**src/rtl/multiplicador_pkg.sv**
```systemverilog
// Shared definitions for the shift-add multiplier: FSM state encoding and
// the width helper used to size the iteration counter.
package multiplicador_pkg;

    localparam logic [1:0] S_IDLE = 2'd0;
    localparam logic [1:0] S_CALC = 2'd1;
    localparam logic [1:0] S_FIX  = 2'd2;
    localparam logic [1:0] S_DONE = 2'd3;

    // Bits needed to hold values 0..value-1; evaluated at elaboration time.
    function automatic int clog2(input int value);
        int bits;
        int v;
        bits = 0;
        v    = value - 1;
        while (v > 0) begin
            bits++;
            v = v >> 1;
        end
        return bits;
    endfunction

endpackage

```
**src/rtl/multiplicador_datapath.sv**
```systemverilog
// Multiplier datapath: operand magnitude/sign capture, (WIDTH+1)-bit adder,
// 2*WIDTH shift register and final conditional negate into Produto.
module multiplicador_datapath #(
    parameter int WIDTH = 16
) (
    input  logic               clk,
    input  logic               rst,
    input  logic               load,
    input  logic               step,
    input  logic               fix,
    input  logic               sinal,
    input  logic [WIDTH-1:0]   op_a,
    input  logic [WIDTH-1:0]   op_b,
    output logic [2*WIDTH-1:0] produto
);

    logic [2*WIDTH-1:0] acc_q, acc_d;
    logic [WIDTH-1:0]   mag_b_q, mag_b_d;
    logic               neg_q, neg_d;
    logic [2*WIDTH-1:0] produto_q, produto_d;

    logic [WIDTH-1:0]   mag_a;
    logic [WIDTH-1:0]   mag_b;
    logic [WIDTH:0]     sum;

    // NOTE: every always_comb output gets a default first, so no path leaves it unassigned (no latch).
    always_comb begin
        // Negating -2^(W-1) wraps to itself, which read as unsigned is the right magnitude.
        mag_a = (sinal && op_a[WIDTH-1]) ? -op_a : op_a;
        mag_b = (sinal && op_b[WIDTH-1]) ? -op_b : op_b;

        // Carry out of the add lands in the MSB after the right shift.
        sum = acc_q[0] ? ({1'b0, acc_q[2*WIDTH-1:WIDTH]} + {1'b0, mag_b_q})
                       : {1'b0, acc_q[2*WIDTH-1:WIDTH]};

        acc_d     = acc_q;
        mag_b_d   = mag_b_q;
        neg_d     = neg_q;
        produto_d = produto_q;

        if (load) begin
            acc_d   = {{WIDTH{1'b0}}, mag_a};
            mag_b_d = mag_b;
            neg_d   = sinal & (op_a[WIDTH-1] ^ op_b[WIDTH-1]);
        end else if (step) begin
            acc_d = {sum, acc_q[WIDTH-1:1]};
        end

        if (fix) begin
            produto_d = neg_q ? -acc_q : acc_q;
        end
    end

    // NOTE: sequential state uses non-blocking assignments; all of it is reset, including the result register.
    always_ff @(posedge clk or negedge rst) begin
        if (!rst) begin
            acc_q     <= '0;
            mag_b_q   <= '0;
            neg_q     <= 1'b0;
            produto_q <= '0;
        end else begin
            acc_q     <= acc_d;
            mag_b_q   <= mag_b_d;
            neg_q     <= neg_d;
            produto_q <= produto_d;
        end
    end

    assign produto = produto_q;

endmodule

```
**src/rtl/multiplicador_param.sv**
```systemverilog
// Sequential WIDTH x WIDTH shift-add multiplier with signed/unsigned mode.
// Holds the control FSM and iteration counter; arithmetic lives in the datapath.
module multiplicador_param
    import multiplicador_pkg::*;
#(
    parameter int WIDTH = 16
) (
    input  logic               clk,
    input  logic               rst,
    input  logic               St,
    input  logic               Sinal,
    input  logic [WIDTH-1:0]   Multiplicador,
    input  logic [WIDTH-1:0]   Multiplicando,
    output logic               Idle,
    output logic               Busy,
    output logic               Done,
    output logic [2*WIDTH-1:0] Produto
);

    localparam int CW = clog2(WIDTH + 1);

    logic [1:0]    state_q, state_d;
    logic [CW-1:0] cnt_q, cnt_d;
    logic          load;
    logic          step;
    logic          fix;

    always_comb begin
        state_d = state_q;
        cnt_d   = cnt_q;
        load    = 1'b0;
        step    = 1'b0;
        fix     = 1'b0;
        case (state_q)
            S_IDLE: begin
                if (St) begin
                    load    = 1'b1;
                    cnt_d   = CW'(WIDTH);
                    state_d = S_CALC;
                end
            end
            S_CALC: begin
                step  = 1'b1;
                cnt_d = cnt_q - CW'(1);
                if (cnt_q == CW'(1)) begin
                    state_d = S_FIX;
                end
            end
            S_FIX: begin
                fix     = 1'b1;
                state_d = S_DONE;
            end
            // St seen here or while busy is dropped, not queued.
            S_DONE:  state_d = S_IDLE;
            default: state_d = S_IDLE;
        endcase
    end

    always_ff @(posedge clk or negedge rst) begin
        if (!rst) begin
            state_q <= S_IDLE;
            cnt_q   <= '0;
        end else begin
            state_q <= state_d;
            cnt_q   <= cnt_d;
        end
    end

    assign Idle = (state_q == S_IDLE);
    assign Busy = (state_q == S_CALC) || (state_q == S_FIX);
    assign Done = (state_q == S_DONE);

    multiplicador_datapath #(
        .WIDTH(WIDTH)
    ) u_datapath (
        .clk     (clk),
        .rst     (rst),
        .load    (load),
        .step    (step),
        .fix     (fix),
        .sinal   (Sinal),
        .op_a    (Multiplicador),
        .op_b    (Multiplicando),
        .produto (Produto)
    );

endmodule

```
**config.mk**
```make
export PLATFORM = sky130hd
export DESIGN_NAME = multiplicador_param
export DESIGN_NICKNAME = d
export VERILOG_FILES = /design/src/rtl/multiplicador_pkg.sv /design/src/rtl/multiplicador_datapath.sv /design/src/rtl/multiplicador_param.sv
export SDC_FILE = /design/constraint.sdc
export NUM_CORES = 1
export LEC_CHECK = 0
export ABC_CLOCK_PERIOD_IN_PS = 3100
export BUFFER_PORTS_ARGS = -buffer_cell sky130_fd_sc_hd__buf_2
export CORE_MARGIN = 2
export CORE_UTILIZATION = 50
export CTS_BUF_LIST = sky130_fd_sc_hd__clkbuf_8
export DETAILED_ROUTE_END_ITERATION = 8
export PLACE_DENSITY = 0.78
export RECOVER_POWER = 100
export SYNTH_ARGS = -nofsm -noshare
export SYNTH_HDL_FRONTEND = slang
export SYNTH_SLANG_ARGS = --single-unit
```
**constraint.sdc**
```tcl
create_clock -name clk -period 3.1 [get_ports clk]
set_input_delay 0.62 -clock clk [delete_from_list [all_inputs] [get_ports clk]]
set_output_delay 0.62 -clock clk [all_outputs]
set_load 0.03 [all_outputs]
```
# == Yosys cells after proc, flatten, opt, wreduce, memory -nomap -nowiden ==
# Index checks and enable logic that the tools add are counted.
# word_totals
out_inout_bits,35
register_bits,88
# classes
bitwise_logic,2
mux,15
reduce_logical,8
add_sub_neg,5
eq_ne,6
# op_table
operator,n
$mux 32,3
$mux 16,2
$neg 16->16,2
$neg 32->32,1
$add 16x16->17,1
$mux 17,1
$pmux 5 s2,1
$pmux 2 s4,1
$eq 5x1->1 const B,1
$mux 5,1
$sub 5x1->5 const B,1
$eq 2x2->1 const B,2
$mux 1,4
$mux 2,2
$ne 2x2->1 const B,2
$reduce_and 2->1,2
$reduce_bool 2->1,2
$eq 2x1->1 const B,1
$logic_and 1x1->1,2
$logic_not 2->1,1
$and 1x1->1,1
$logic_or 1x1->1,1
$xor 1x1->1,1

# == Longest topological paths before layout ==
# logic_depth
ltp_word,4
depth_mapped,10

# == Cells and area by module ==
# A second synthesis with hierarchy kept.
# unflattened
cells_unflattened,671
area_unflattened_um2,5848.1
# modules_own_cells
mod,area_per_inst_um2,instances,cells_per_inst
multiplicador_datapath,5391.4,1,625
multiplicador_param,456.7,1,46

# == Worst setup path after synthesis ==
# OpenSTA, ideal clock, no wires.
# synth_path
path_type,register to register
start,register u_datapath.acc_q[0]
end,register u_datapath.produto_q[28] (netlist: u_datapath.produto[28])
path_slack_ns,0.459
required_ns,2.963
path_buffers,2
arrival_ns,2.504
path_stages_with_launch,11
setup_time_ns,0.137
path_cell_list,dfrtp_1 > clkbuf_1 > inv_1 > clkbuf_1 > ha_1 > or3b_2 > nor3_1 > nand4_1 > o31ai_1 > xor2_1 > a21oi_1
# synth_between
elab_chain_cells,2
# synth_lines
element,line_no,source
from (decl),multiplicador_datapath.sv:17,"logic [2*WIDTH-1:0] acc_q, acc_d;"
from (signal assigned),multiplicador_datapath.sv:57,acc_q <= '0;
from (signal assigned),multiplicador_datapath.sv:62,acc_q <= acc_d;
$neg 32->32,multiplicador_datapath.sv:50,produto_d = neg_q ? -acc_q : acc_q;
$mux 32,multiplicador_datapath.sv:50,
to (signal assigned),multiplicador_datapath.sv:65,produto_q <= produto_d;
to (decl),multiplicador_datapath.sv:20,"logic [2*WIDTH-1:0] produto_q, produto_d;"
# No other way between the ends.
# A chain may end at the register's enable or synchronous reset.

# == Worst setup path after layout ==
# layout_path
start,register u_datapath.acc_q[16]
end,register u_datapath.acc_q[23]
# layout_between
elab_chain_cells,4
# layout_lines
element,line_no,source
$add 16x16->17,multiplicador_datapath.sv:33,"sum = acc_q[0] ? ({1'b0, acc_q[2*WIDTH-1:WIDTH]} + {1'b0, mag_b_q})"
$mux 17,multiplicador_datapath.sv:33,
$mux 32,multiplicador_datapath.sv:45,end else if (step) begin
$mux 32,multiplicador_datapath.sv:41,if (load) begin
# No other way between the ends. The select of a mux whose other input is x is not followed.

==> results.toml <==
[status]
status = "finished with violations"
violations = "capacitance limit, slew limit"

[synthesis]
ys_ff_latch = 88
syn-num-nets = 727
syn_inst = 665
seq_area_frac_synth_pct = 38.2
synth_cell_types = 54
yosys-top-cells-area = "dfrtp_1, xor2_1, o21ai_0"
ys_warn_count = 0
async_reset_ff_share_pct = 100
syn_avg_cell_area_um2 = 8.66
synthFlopType = "dfrtp_1"
synth_edf_count = 0
netlist_area_um2 = 5760
synth_top_area_share_pct = 38.2
yosysTopAreaCell = "dfrtp_1"

[clock_tree]
clk_latency_ns = 0.37
cts_tree = "built"
cts_hold_buf = 0
numCtsBuffers = 9
h-tree-depth = 3
ctsResizeCount = 0
cts.sinks = 88
cts_setup_buffers = 0
clk_pin_slew_ns = 0.10
cts_buffer_depth = 2
cts_root_buffer = "clkbuf_8"

[sta]
fin_skew_ns = 0.0123
period_share_pct = 86.0
rsz0062_at_grt = "false"
fmax_mhz = 375
layout_min_cycle_time_ns = 2.67
fin_ws_ns = 0.433
tightest_slew_ns = 2.10
finalMaxSlewViolations = 89
hold_viol = 0
tns_ns = 0
max-slew-margin-rel_pct = -40.0
setup_violations = 0

[layout]
nets = 775
syn_to_final_growth_pct = 9.76
fin_util_pct = 55.8
fin_cells = 861
n_antenna_cell = 0
seqCellArea_um2 = 2200
drive_above_1_share_pct = 9.05
nFillCells = 1044
multi_input_area_um2 = 3330

[setup_path]
crit_arrival_ns = 2.96
worst_path_max_delay_cell = "dfrtp_1"
worst_ep_required_time_ns = 3.39
path_max_fanout = 6
slowest_delay_ns = 0.48
path_buf_inv = 2
cp-startpoint = "u_datapath.acc_q[16]"
path_cells = "ha_1, inv_1, fa_1, inv_1, a21o_1, a221o_1, a31oi_1, mux2_2, a31oi_1"
reg2reg_from = "u_datapath.acc_q[16]"
end_kind = "flop"
crit_type = "flop to flop"
worstSetupStartpointType = "flop"
critical-path-top-delay-family = "compound AO/OA/AOI/OAI gates"

[detailed_routing]
route.vias.total = 4983
drtIter0Drc = 312
drcViolationCount = 0
wirelength_um = 13500
wire_per_inst_um = 15.7
viasPerCell = 5.79
ant_nets = 0
firstDrtPassIters = 4

[floorplan]
core_area_um2 = 11300
fp.dieW_um = 111
die_area_um2 = 12400
ios = 71
start_util_pct = 50.9
die_h_um = 111
num_rows = 39

[pwr]
power_density_nw_per_um2 = 1150
power_w = 0.00727
power_leakage_nw = 2.69
peakVddDrop_uv = 602

[placement]
portBuffers = 70
routabilityCongestion = 0.921
dp.cells = 845
dp_worst_setup_slack_ns = 0.388
detailed_place_hpwl_um = 9910

[grt]
grt_pass1_vias = 4705
antenna_found_initial = 0
grt_pass1_wl_um = 22700
grt_use_total_pct = 22.1
grt_overflow = 0
grt_max_degree = 89

[job]
cap_viol_max_count = 1

[worst_hold_path]
hp-class = "flop to flop"
worstHoldStart = "cnt_q[1]"
-- report_power, final --
part,total [W],internal [W],switching (W)
Sequential,0.00238,0.00172,0.000656
Clock,0.000776,0.000308,0.000468
Combinational,0.00412,0.00150,0.00262
-- layer usage --
metal  part of all wire, %  vias to the layer above  GRT usage (%)
met2                    43                      134           33.3
met3                   4.8                       17           2.19
met4                   1.7                        0           7.16
li1                      -                     2474              -
met5                     0                        -              0
met1                    50                     2358           33.5
-- registers in the layout, indices dropped and copies added, names as in the netlist --
name	count
cnt_q	5
state_q	2
u_datapath.acc_q	32
u_datapath.mag_b_q	16
u_datapath.neg_q	1
u_datapath.produto	32
-- worst reg2reg max path, delay by kind of cell (launching register included) --
family / cells / cell delay (ns)
fa+ha+maj: 2 / 0.45
flops: 1 / 0.48
compound gates: 4 / 1.14
buf+inv: 2 / 0.12
mux: 1 / 0.40
-- Yosys cell counts (all sizes together) (3+ instances only) --
| library cell | number |
|---|---|
| nor2 | 49 |
| buf | 3 |
| o41ai | 7 |
| nor2b | 7 |
| nor3 | 12 |
| nand4 | 10 |
| inv | 20 |
| nand2b | 6 |
| o21bai | 3 |
| ha | 25 |
| a21o | 7 |
| o211ai | 5 |
| o31ai | 21 |
| clkbuf | 36 |
| a21oi | 57 |
| o21ai | 65 |
| nand2 | 75 |
| o22ai | 6 |
| and2 | 3 |
| and3 | 5 |
| a211oi | 4 |
| mux2i | 21 |
| or3 | 9 |
| xor2 | 47 |
| dfrtp | 88 |
| xnor2 | 19 |
| nand3 | 11 |
| or4 | 8 |
| a31oi | 12 |
-- cell type report --
class,count,area share [%]
multi-input combinational,518,52.8
sequential,88,34.8
timing repair buffer,76,5.40
tap,143,2.83
clock buffer,9,1.96
inverter,20,1.19
clock inverter,7,1.01
-- worst paths after layout --
kind | end | slack, ns | cells past startpoint
worst min register to register | cnt_q[1] | 0.50 | 2
worst max register to register | u_datapath.acc_q[23] | 0.43 | 9
worst max-delay path | u_datapath.acc_q[23] | 0.43 | 9
max in group asynchronous | u_datapath.mag_b_q[10] | 1.02 | 1
min in group asynchronous | u_datapath.produto[12] | 0.84 | 1
worst min-delay path | cnt_q[1] | 0.50 | 2
-- cells by family (layout without fill, tap and decap cells) --
logic type	after synthesis	count (layout)	synth area share, %
buffers and inverters	59	112	3.85
and+or+nand+nor	201	201	16.7
adders and majority gates	26	26	5.78
DFF	88	88	38.2
muxes	23	23	4.04
xor gates and xnor gates	66	66	10.0
AOI/OAI and AO/OA	202	202	21.4
-- through the flow --
stage / hold WS, ns / cell area, um2
after CTS: 0.466 / 6380
after global placement: 0.477 / 6190
after detailed placement: 0.488 / 6190
after global routing: 0.535 / 6320
after floorplan: 0.324 / 5760
final: 0.504 / 6320
-- placed cells by master, fill, tap and decap left out, types with 3 or more instances in the layout --
master,count
nor2b_1,7
and3_1,5
o211ai_1,5
o22ai_1,6
a211oi_1,4
nor2_1,49
ha_1,25
clkbuf_1,37
xor2_1,47
buf_2,33
o21ai_0,65
clkbuf_2,3
a21oi_1,57
dfrtp_1,88
nand4_1,10
a21o_1,7
or3_1,7
buf_4,3
o41ai_1,6
and2_1,3
a31oi_1,12
nand2b_1,6
nand3_1,11
clkbuf_8,9
nand2_1,75
mux2i_1,21
o21bai_1,3
or4_1,7
inv_1,20
xnor2_1,19
nor3_1,10
o31ai_1,21
(Power assumes the default switching activity.)
